File: src/rtl/prm_edge_pkg.sv
// Shared types and constants for the edge-mask accumulator and its helpers.
package prm_edge_pkg;

    localparam int CODE_W = 15;

    typedef enum logic [1:0] {
        IDLE  = 2'd0,
        ACCUM = 2'd1,
        FLUSH = 2'd2,
        DRAIN = 2'd3
    } state_e;

    function automatic int words(input int num_edges, input int word_w);
        return num_edges / word_w;
    endfunction

endpackage

File: src/rtl/prm_popcnt.sv
// Combinational population count of one drain word.
module prm_popcnt #(
    parameter int WORD_W = 32,
    localparam int CW = $clog2(WORD_W + 1)
) (
    input  logic [WORD_W-1:0] data_i,
    output logic [CW-1:0]     count_o
);

    always_comb begin
        count_o = '0;
        for (int i = 0; i < WORD_W; i++) begin
            count_o = count_o + CW'(data_i[i]);
        end
    end

endmodule

File: src/rtl/prm_edge_mask_accum.sv
// Broadcasts obstacle codes to the checker bank, ORs the returned edge masks into a
// per-frame blocked vector and drains it word by word. Optional popcount: PRM_EDGE_POPCNT_EN.
module prm_edge_mask_accum #(
    parameter int NUM_EDGES = 1024,
    parameter int WORD_W    = 32,
    parameter int CODE_W    = prm_edge_pkg::CODE_W,
    localparam int WORDS    = prm_edge_pkg::words(NUM_EDGES, WORD_W),
    localparam int AW       = (WORDS > 1) ? $clog2(WORDS) : 1,
    localparam int BCW      = $clog2(NUM_EDGES + 1)
) (
    input  logic                 clk,
    input  logic                 rst,
    input  logic                 frame_start,
    input  logic                 pt_valid,
    output logic                 pt_ready,
    input  logic [CODE_W-1:0]    pt_code,
    input  logic                 pt_last,
    output logic [CODE_W-1:0]    chk_code,
    input  logic [NUM_EDGES-1:0] edge_mask_in,
    output logic                 out_valid,
    input  logic                 out_ready,
    output logic [WORD_W-1:0]    out_data,
    output logic [AW-1:0]        out_addr,
    output logic                 out_last,
    output logic                 busy,
`ifdef PRM_EDGE_POPCNT_EN
    output logic [BCW-1:0]       blk_count,
`endif
    output logic [15:0]          pt_count
);

    import prm_edge_pkg::*;

    state_e                          state_q, state_d;
    logic [CODE_W-1:0]               chk_code_q, chk_code_d;
    logic                            acc_pend_q, acc_pend_d;
    logic                            last_pend_q, last_pend_d;
    logic [WORDS-1:0][WORD_W-1:0]    blocked_q, blocked_d;
    logic [15:0]                     cnt_q, cnt_d;
    logic                            out_valid_q, out_valid_d;
    logic [WORD_W-1:0]               out_data_q, out_data_d;
    logic [AW-1:0]                   out_addr_q, out_addr_d;
    logic                            out_last_q, out_last_d;
    logic [AW-1:0]                   nxt_addr;

    assign nxt_addr = out_addr_q + AW'(1);

    always_comb begin
        state_d     = state_q;
        chk_code_d  = chk_code_q;
        acc_pend_d  = 1'b0;
        last_pend_d = 1'b0;
        blocked_d   = blocked_q;
        cnt_d       = cnt_q;
        out_valid_d = out_valid_q;
        out_data_d  = out_data_q;
        out_addr_d  = out_addr_q;
        out_last_d  = out_last_q;

        // The mask returned for the code broadcast last cycle lands one clock after acceptance.
        if (acc_pend_q) begin
            blocked_d = blocked_q | edge_mask_in;
        end

        case (state_q)
            IDLE: begin
                if (frame_start) begin
                    state_d   = ACCUM;
                    blocked_d = '0;
                    cnt_d     = '0;
                end
            end
            ACCUM: begin
                if (pt_valid) begin
                    chk_code_d = pt_code;
                    acc_pend_d = 1'b1;
                    if (cnt_q != 16'hFFFF) begin
                        cnt_d = cnt_q + 16'd1;
                    end
                    if (pt_last) begin
                        state_d     = FLUSH;
                        last_pend_d = 1'b1;
                    end
                end
            end
            FLUSH: begin
                // blocked_d already holds the final code's mask, so word 0 is complete here.
                if (last_pend_q) begin
                    state_d     = DRAIN;
                    out_valid_d = 1'b1;
                    out_addr_d  = '0;
                    out_data_d  = blocked_d[0];
                    out_last_d  = (WORDS == 1);
                end
            end
            DRAIN: begin
                if (out_ready) begin
                    if (out_last_q) begin
                        state_d     = IDLE;
                        out_valid_d = 1'b0;
                        out_last_d  = 1'b0;
                    end else begin
                        out_addr_d = nxt_addr;
                        out_data_d = blocked_q[nxt_addr];
                        out_last_d = (nxt_addr == AW'(WORDS - 1));
                    end
                end
            end
            default: state_d = IDLE;
        endcase
    end

    always_ff @(posedge clk) begin
        if (rst) begin
            state_q     <= IDLE;
            chk_code_q  <= '0;
            acc_pend_q  <= 1'b0;
            last_pend_q <= 1'b0;
            blocked_q   <= '0;
            cnt_q       <= '0;
            out_valid_q <= 1'b0;
            out_data_q  <= '0;
            out_addr_q  <= '0;
            out_last_q  <= 1'b0;
        end else begin
            state_q     <= state_d;
            chk_code_q  <= chk_code_d;
            acc_pend_q  <= acc_pend_d;
            last_pend_q <= last_pend_d;
            blocked_q   <= blocked_d;
            cnt_q       <= cnt_d;
            out_valid_q <= out_valid_d;
            out_data_q  <= out_data_d;
            out_addr_q  <= out_addr_d;
            out_last_q  <= out_last_d;
        end
    end

    assign pt_ready  = (state_q == ACCUM);
    assign busy      = (state_q != IDLE);
    assign chk_code  = chk_code_q;
    assign out_valid = out_valid_q;
    assign out_data  = out_data_q;
    assign out_addr  = out_addr_q;
    assign out_last  = out_last_q;
    assign pt_count  = cnt_q;

`ifdef PRM_EDGE_POPCNT_EN
    localparam int PCW = $clog2(WORD_W + 1);

    logic [PCW-1:0] word_pop;
    logic [BCW-1:0] blk_q, blk_d;

    prm_popcnt #(
        .WORD_W (WORD_W)
    ) u_popcnt (
        .data_i  (out_data_q),
        .count_o (word_pop)
    );

    always_comb begin
        blk_d = blk_q;
        if (state_q == IDLE && frame_start) begin
            blk_d = '0;
        end else if (state_q == DRAIN && out_ready) begin
            blk_d = blk_q + BCW'(word_pop);
        end
    end

    always_ff @(posedge clk) begin
        if (rst) begin
            blk_q <= '0;
        end else begin
            blk_q <= blk_d;
        end
    end

    assign blk_count = blk_q;
`endif

endmodule

File: config.mk
export PLATFORM = sky130hd
export DESIGN_NAME = prm_edge_mask_accum
export DESIGN_NICKNAME = d
export VERILOG_FILES = /design/src/rtl/prm_edge_pkg.sv /design/src/rtl/prm_popcnt.sv /design/src/rtl/prm_edge_mask_accum.sv
export SDC_FILE = /design/constraint.sdc
export NUM_CORES = 2
export LEC_CHECK = 0
export CELL_PAD_IN_SITES_DETAIL_PLACEMENT = 0
export CELL_PAD_IN_SITES_GLOBAL_PLACEMENT = 1
export CORE_AREA = 2 2 435 437
export CTS_CLUSTER_DIAMETER = 200
export CTS_CLUSTER_SIZE = 40
export DETAILED_ROUTE_END_ITERATION = 12
export DIE_AREA = 0 0 437 439
export PLACE_DENSITY_LB_ADDON = 0.08
export REMOVE_ABC_BUFFERS = 1
export SETUP_SLACK_MARGIN = 0.02
export SYNTH_ARGS = -nofsm -noshare
export SYNTH_HDL_FRONTEND = slang
export SYNTH_SLANG_ARGS = --single-unit
File: constraint.sdc
create_clock -name clk -period 3.7 [get_ports clk]
set_input_delay 0.555 -clock clk [delete_from_list [all_inputs] [get_ports clk]]
set_output_delay 0.555 -clock clk [all_outputs]
set_load 0.03 [all_outputs]
* Word level (Yosys, flattened, before mapping)
Cells that the tools add are included.
Word-level totals: register bits 1098, input bits 1045, output and inout bits 72, word-level logic and storage cells 106
Operators by class: add/sub/neg operators 2, magnitude comparators 1, equal/unequal tests 13, multiplexer cells 34, bitwise gates (word level) 3, reductions and logical operators 12
Operators with widths (number):
- $mux W1024 | 3
- $or A1024 B1024 Y1024 | 1
- $bmux W32 S5 | 1
- $mux W32 | 4
- $pmux W32 S2 | 1
- $mux W16 | 3
- $pmux W16 S2 | 1
- $add A16 B1 Y16 const B | 1
- $ne A16 B16 Y1 const B | 1
- $mux W5 | 3
- $mux W2 | 6
- $ne A2 B2 Y1 const B | 6
- $reduce_and A4 Y1 | 3
- $pmux W5 S2 | 1
- $mux W1 | 8
- $pmux W2 S4 | 1
- $lt A5 B6 Y1 const B | 1
- $reduce_and A6 Y1 | 1
- $reduce_bool A2 Y1 | 3
- $add A5 B1 Y5 const B | 1
- $eq A5 B5 Y1 const B | 1
- $eq A2 B2 Y1 const B | 2
- $ne A2 B1 Y1 const B | 2
- $pmux W1 S2 | 2
- 7 further kinds | 8

* Depth between registers and ports, before layout
depth in word-level cells 6, depth in mapped cells 15, mapped depth without buffers 8

* Worst setup path after synthesis
No wires, ideal clock.
path kind register to register, start point register out_addr_q[0], in the netlist out_addr[0], end point register out_data_q[21], in the netlist out_data[21], setup time 0.132 ns, data arrival time 3.185 ns, data required time 3.568 ns, slack 0.383 ns, cell stages (with the launch flop) 15, buffers on the path 7, clock period less this slack 3.317 ns, cell sequence dfxtp_1 -> buf_4 -> buf_6 -> buf_4 -> buf_4 -> inv_1 -> ha_1 -> buf_2 -> buf_2 -> clkbuf_1 -> mux4_2 -> nand2_1 -> a21oi_1 -> a2111oi_0 -> nor3_1
On the way: cells in the longest elaborated chain, start to end 6
Ends and longest elaborated chain:
- start, declared | line prm_edge_mask_accum.sv:42 | logic [AW-1:0] out_addr_q, out_addr_d;
- start signal, assigned | line prm_edge_mask_accum.sv:134 | out_addr_q <= out_addr_d;
- $add A5 B1 Y5 | line prm_edge_mask_accum.sv:46 | assign nxt_addr = out_addr_q + AW'(1);
- $bmux W32 S5 | line prm_edge_mask_accum.sv:104 | out_data_d = blocked_q[nxt_addr];
- $mux W32 (implied by the code) | line prm_edge_mask_accum.sv:104
- $mux W32 | line prm_edge_mask_accum.sv:98 | if (out_last_q) begin
- $mux W32 | line prm_edge_mask_accum.sv:97 | if (out_ready) begin
- $pmux W32 S2 | line prm_edge_mask_accum.sv:65 | case (state_q)
- end signal, assigned | line prm_edge_mask_accum.sv:133 | out_data_q <= out_data_d;
- end, declared | line prm_edge_mask_accum.sv:41 | logic [WORD_W-1:0] out_data_q, out_data_d;
Every way passes these cells. The select of a mux whose other input is x is not followed. A chain may end at the register's enable or synchronous reset.

* Final worst setup path
start point register out_addr_q[0], in the netlist out_addr[0], end point output out_addr[0]
RTL lines:
- end, declared | line prm_edge_mask_accum.sv:23 | output logic [AW-1:0] out_addr,
No word-level cell between the ends.

==> qor.csv <==
metric;value;unit
Num CTS Buffers;31;
Slew headroom;0.319;
die area;0.192;mm2
Post-synth EDFFs;0;
HP Class;primary input to flip-flop;
Cell Rows;159;
GRT Total Usage;0.202;
CP Cell Sequence;buf_12, clkdlybuf4s50_1;
Worst path slowest cell;clkdlybuf4s50_1;
Congestion Overflow GR;0;
remaining antenna violation count;0;
layout cell share with drive strength beyond 1;0.0724;
Clock Tree Root;clkbuf_16;
hold violation total from the final report;0;
RSZ-0062 raised after global routing;no;
chip width;437;um
CP Class;flip-flop to output port;
Nets;6380;
global-route wire length before repair;279000;um
total of max-cap violations;0;
Critical Path RT;3.14;ns
Fin Clk Skew;0.0458;ns
Leak;0.0188;uW
core area;0.187;mm2
Clk pin slew, worst setup/hold paths;0.17;ns
routability congestion estimate;0.804;
post-CTS sizing;0;
commonest non-fill, non-tap cell in the layout;a21oi_1;
setup_tns;0;ns
DR WL/cell;25.8;um
clock buffer depth;3;
sequential share of the synthesized area;0.527;
Sink Count;1098;
CTS tree;done;
Slew @ Worst Pin;1.02;ns
Sw Pwr;8310;uW
Syn. warnings;0;
max incr delay on CP;0.84;ns
Die H;439;um
Starting Density;0.223;
# port buffers;1116;
largest net degree at the start of global routing;139;
Detailed Routing Iterations Pass 1;7;
switching share of power;0.331;
Post-CTS Hold Buffers;0;
predominant post-synthesis flop cell;dfxtp_1;
drc violations;0;
synthesized area;0.0417;mm2
fin crit share;0.898;
routed vias;36000;
Synth async-reset ratio;0;
Clock power frac;0.219;
vias in the first global route;35400;
# fillers;19600;
sequential power share;0.522;
vias per cell;4.58;
antenna violations before repair;153;
syn avg cell area;9.38;um2
worst skew pair latency;0.75;ns
status;finished, final reports clean;
final WL;203000;um
post-detail-place hpwl;148000;um
post-CTS setup buffer count;0;
Critical Path Sink Type;output port;
minimum clock period;3.32;ns
Int Pwr;16800;uW
1st-iter DRT viols;2165;
Final setup viols;0;
Gate Count Post-Synth;4451;
power density over the cells;444;mW/mm2
area grow syn2layout;35.4;%
CP Launch Type;flip-flop;
highest clock rate;301;MHz
CP Max Fanout;79;
Peak VDD IR;0.000359;V
Combinational Power Share;0.259;
most frequent cells in the layout;a21oi_1, clkdlybuf4s50_1, dfxtp_1;
WP data arrival;2.77;ns
post-synthesis register bit count;1098;
IO Pins;1117;
final hold slack;0.336;ns
Max Slew Vio Count;0;
Cell variety after synth;42;
H-tree level count;1;
==> final cells by class <==
class / instances / area (um2) / share of cell area
clock inverter: 2 / 25.0 / 0.000443
timing repair buffer: 1196 / 12200 / 0.216
antenna: 36 / 90.1 / 0.00159
clock buffer: 32 / 779 / 0.0138
multi-input combinational: 2993 / 18300 / 0.324
inverter: 8 / 30.0 / 0.000531
sequential: 1098 / 22000 / 0.389
tap: 2495 / 3120 / 0.0552
==> power groups by stage <==
| stage | logic, uW | clock network [uW] | registers, uW |
|---|---|---|---|
| floorplan | 2580 | 0 | 13700 |
| global placement | 6600 | 0 | 13400 |
| detailed placement | 6570 | 0 | 13400 |
| CTS | 6600 | 5830 | 13100 |
| global route | 7050 | 6120 | 13200 |
| finish | 6500 | 5490 | 13100 |
==> registers in the layout, summed over array words and instances (netlist names) <==
| signal | flops |
|---|---|
| out_data | 32 |
| out_last | 1 |
| chk_code | 15 |
| acc_pend_q | 1 |
| state_q | 2 |
| out_addr | 5 |
| blocked_q | 1024 |
| pt_count | 16 |
| last_pend_q | 1 |
| out_valid | 1 |
==> synthesized netlist by cell type (2+ instances only) <==
| master | n | area share |
|---|---|---|
| o32ai_1 | 18 | 0.0038 |
| nand3_1 | 51 | 0.0061 |
| nand2b_1 | 7 | 0.0010 |
| buf_2 | 35 | 0.0042 |
| or3_1 | 5 | 0.00075 |
| nand4_1 | 3 | 0.00045 |
| buf_1 | 38 | 0.0034 |
| nand2_1 | 276 | 0.025 |
| xnor2_1 | 9 | 0.0019 |
| a2111oi_0 | 12 | 0.0025 |
| and2_1 | 2 | 0.00030 |
| mux4_2 | 256 | 0.14 |
| inv_1 | 8 | 0.00072 |
| o21ai_0 | 37 | 0.0044 |
| clkbuf_1 | 248 | 0.022 |
| mux2i_1 | 24 | 0.0058 |
| dfxtp_1 | 1098 | 0.53 |
| nor2_1 | 1086 | 0.098 |
| buf_6 | 12 | 0.0032 |
| nor3_1 | 34 | 0.0041 |
| buf_4 | 19 | 0.0034 |
| or4_1 | 2 | 0.00036 |
| a21oi_1 | 1122 | 0.13 |
| nor4_1 | 9 | 0.0013 |
| xor2_1 | 7 | 0.0015 |
| o22ai_1 | 11 | 0.0016 |
| ha_1 | 7 | 0.0021 |
==> path summary, 6_finish.rpt <==
kind / start / end / slack, ns / cells past startpoint
setup reg to reg: out_addr[1] / out_data[18] / 0.46 / 7
hold / removal: pt_code[3] / chk_code[3] / 0.34 / 3
setup / recovery: out_addr[0] / out_addr[0] / 0.38 / 2
hold reg to reg: chk_code[2] / chk_code[2] / 0.46 / 2
==> kinds of logic after synthesis <==
| logic type | after synthesis | share of synthesized area |
|---|---|---|
| AO/OA/AOI/OAI | 1208 | 0.149 |
| multiplexers | 280 | 0.144 |
| adder cells (fa/ha/maj) | 7 | 0.00210 |
| buffers and inverters | 360 | 0.0373 |
| AND/OR/NAND/NOR | 1482 | 0.138 |
| XOR/XNOR | 16 | 0.00336 |
| flip-flops | 1098 | 0.527 |
==> metrics by stage <==
step | worst slack (ns) | area (um2) | util | std cells | power (uW)
detailed placement | 0.456 | 55600 | 0.297 | 7790 | 19900
floorplan | -15.37 | 40200 | - | 4099 | 16200
finish | 0.377 | 56500 | 0.302 | 7860 | 25100
global placement | 0.519 | 55600 | 0.297 | 7790 | 20000
CTS | 0.274 | 56400 | 0.302 | 7824 | 25500
global route | 0.166 | 56500 | 0.302 | 7852 | 26400
==> worst max-delay path, delay by kind of cell (launching register included) <==
kind     cells  cell delay (ns)
buf+inv      2             1.30
flops        1             0.46
==> layer usage <==
metal,up-vias,track usage,routed length [um]
li1,17200,-,-
met1,17500,0.240,81900
met2,908,0.376,107000
met3,338,0.0281,7480
met4,34,0.0546,5960
met5,-,0,233
(Power assumes the default switching activity.)
==> patch, RTL diff (same flow settings) <==
Put one more register stage on the output `pt_count`, cleared by the reset. The value now appears one clock later. The other outputs are not delayed to match.
--- a/src/rtl/prm_edge_mask_accum.sv
+++ b/src/rtl/prm_edge_mask_accum.sv
@@ -143,7 +143,13 @@
     assign out_data  = out_data_q;
     assign out_addr  = out_addr_q;
     assign out_last  = out_last_q;
-    assign pt_count  = cnt_q;
+    always_ff @(posedge clk) begin
+        if (rst) begin
+            pt_count <= '0;
+        end else begin
+            pt_count <= cnt_q;
+        end
+    end
 
 `ifdef PRM_EDGE_POPCNT_EN
     localparam int PCW = $clog2(WORD_W + 1);
Check against the original RTL: not equivalent (Yosys sat finds a counterexample within 4 cycles, from zero or initial values and one cycle with rst high).
==> patch against the original RTL <==
Sequential cell count rose by 16. Synthesized cell count decreased by 1.6%. Power is 2.9% lower. Synthesized area is 2.4% higher. Clock power down 0.7%. Design area grew 1.8%. Hold slack gained 0.0066 ns. Largest power group unchanged. Non-clock buffer count up 8. Die area is the same. Register-to-register slack gained 0.46 ns. Clock skew shrank 0.018 ns. Cell count fell by 0.83%. Routed wire length down 1.7%. Worst setup slack improved by 0.13 ns.
==> patch: results (changes against the original RTL) <==
worst slew pin tran 1.336 ns (was 1.022 ns); worst skew pair latency 0.73 ns (was 0.75 ns); vias in the first global route 35,910 (was 35,400); Synth area leaders dfxtp_1 52%, mux4_2 13%, a21oi_1 13% (was dfxtp_1 53%, mux4_2 14%, a21oi_1 13%); peak supply drop 0.0003453 V (was 0.0003587 V); clk_skew 0.02727 ns (was 0.04576 ns); GRT Total Usage 0.1985 (was 0.2019); hold crit path type input pin to register (unchanged); post-synthesis compound-gate area fraction 0.1494 (was 0.1487); CP max stage delay 0.80 ns (was 0.84 ns); xor/xnor share of the synthesized area 0.003015 (was 0.003357); worst-path fanout max 45 (was 79); Detailed Place HPWL 147.7 mm (was 148.4 mm); Adder-Cell Fraction of Synth Area 0.002049 (was 0.002098); WP data arrival 2.64 ns (was 2.77 ns); Root Buffer clkbuf_16 (unchanged); post-cts sizing count 0 (unchanged); first-pass GRT wire length 277.0 mm (was 279.2 mm); IO Port Bufs 1,116 (unchanged); Biggest register blocked_q (unchanged); CP delay by family, top buffers and inverters (unchanged); sequential area share after synthesis 0.5217 (was 0.5265); nets 6,320 (was 6,380); Yosys cell types 58 (was 42); starting DRC count in detailed routing 2,179 (was 2,165); max reg flops 1,024 (unchanged); fin crit share 0.8638 (was 0.8980); RD Place Congestion 0.8040 (was 0.8035); post-synthesis mux area share 0.1633 (was 0.1439); Worst Hold Depth 3 (unchanged); Yosys warning total 0 (unchanged); outcome finished, final reports clean (unchanged); largest net degree at the start of global routing 148 (was 139); Layout area overhead 34.61% (was 35.40%); CTS Buf Count 31 (unchanged); Clock transition at path regs 0.17 ns (about the same); Worst Reg-to-Reg Cells 6 (was 7); async set-reset flop share out of synthesis 0 (unchanged); initial antenna violation count 120 (was 153); H-tree lvl count 1 (unchanged); routed wire length per instance 25.58 um (was 25.82 um); CTS sink cnt 1,114 (was 1,098); layout cells sized above 1 0.08428 (was 0.07243); Post-synth top cells 1,114 x dfxtp_1, 1,113 x nor2_1, 1,087 x a21oi_1 (was 1,122 x a21oi_1, 1,098 x dfxtp_1, 1,086 x nor2_1); LEAKAGE 19.77 nW (was 18.80 nW); number of fill cells 19,650 (was 19,610); total negative setup slack 0 ns (unchanged); CP max-delay cell clkdlybuf4s50_1 (unchanged); CTS max path bufs 3 (unchanged); Post-CTS Setup Inserts 0 (unchanged); Detailed Routing Iterations Pass 1 5 (was 7); Top FF cell, synth dfxtp_1 (unchanged); Via density 4.609 (was 4.577)
-- patch: cell types whose count changed after synthesis, moves of 27 or more --
cell / delta
buf_2: +58
or3_1: +29
nand2_1: -232
nor2_1: +27
clkbuf_1: -33
a21oi_1: -35
nand3_1: -41
mux2_2: +48
o21ai_0: -33
mux2i_1: +41
nor2b_1: +32
-- patch: logic make-up (layout without fill, tap and decap cells) --
group	Yosys count	after routing
and+or+nand+nor	1316	1316
AOI/OAI and AO/OA	1203	1203
DFF	1114	1114
muxes	370	370
buffers and inverters	358	1245
xor gates and xnor gates	13	13
adders and majority gates	7	7
other	0	32
-- patch: final cells by class --
| type | instances | area [sq um] | share of cell area |
|---|---|---|---|
| Multi-Input combinational cell | 2909 | 19000 | 0.3302 |
| Sequential cell | 1114 | 22310 | 0.3877 |
| Clock buffer | 32 | 779.5 | 0.01355 |
| Tap cell | 2495 | 3122 | 0.05425 |
| Antenna cell | 32 | 80.08 | 0.001392 |
| Inverter | 8 | 30.03 | 0.0005218 |
| Clock inverter | 1 | 8.758 | 0.0001522 |
| Timing Repair Buffer | 1204 | 12220 | 0.2123 |
-- patch: layer usage --
layer,share of wire,up-vias,track usage
met4,0.026,52,0.05979
li1,-,17180,-
met2,0.52,914,0.3607
met1,0.41,17480,0.2397
met5,0.0017,-,0
met3,0.041,305,0.02998
-- patch: worst reg2reg max path, stage by stage, from the launching register on --
cell and delay, ns:
dfxtp_1 0.46, ha_4 0.64, inv_2 0.22, or3b_1 0.60, nor3_4 0.16, buf_4 0.42, a211o_1 0.24
-- patch: final timing paths --
check	start	to	slack, ns
worst max-delay path	out_addr[0]	out_addr[0]	0.50
worst max register to register	state_q[0]	out_data[20]	0.92
worst min-delay path	pt_code[3]	chk_code[3]	0.34
worst min register to register	chk_code[9]	chk_code[9]	0.46
-- patch: where the power goes --
part / switching, mW / internal, mW / leakage, nW
Clock: 3.92 / 1.52 / 0.388
Sequential: 0.399 / 12.6 / 8.99
Combinational: 3.46 / 2.43 / 10.4
Total: 7.78 / 16.6 / 19.8
-- patch: metrics by stage --
stage               worst slack [ns]  hold WS [ns]  instances    util  instance area [sq um]
finish                        0.5040        0.3423       7795  0.3077                  57550
global route                  0.3209        0.2806       7791  0.3077                  57540
CTS                           0.3406        0.2590       7763  0.3073                  57470
detailed placement            0.8868        0.4484       7730  0.3031                  56680
global placement              0.9018        0.4422       7730  0.3031                  56680
floorplan                     -15.37        0.4315       4031       -                  41220
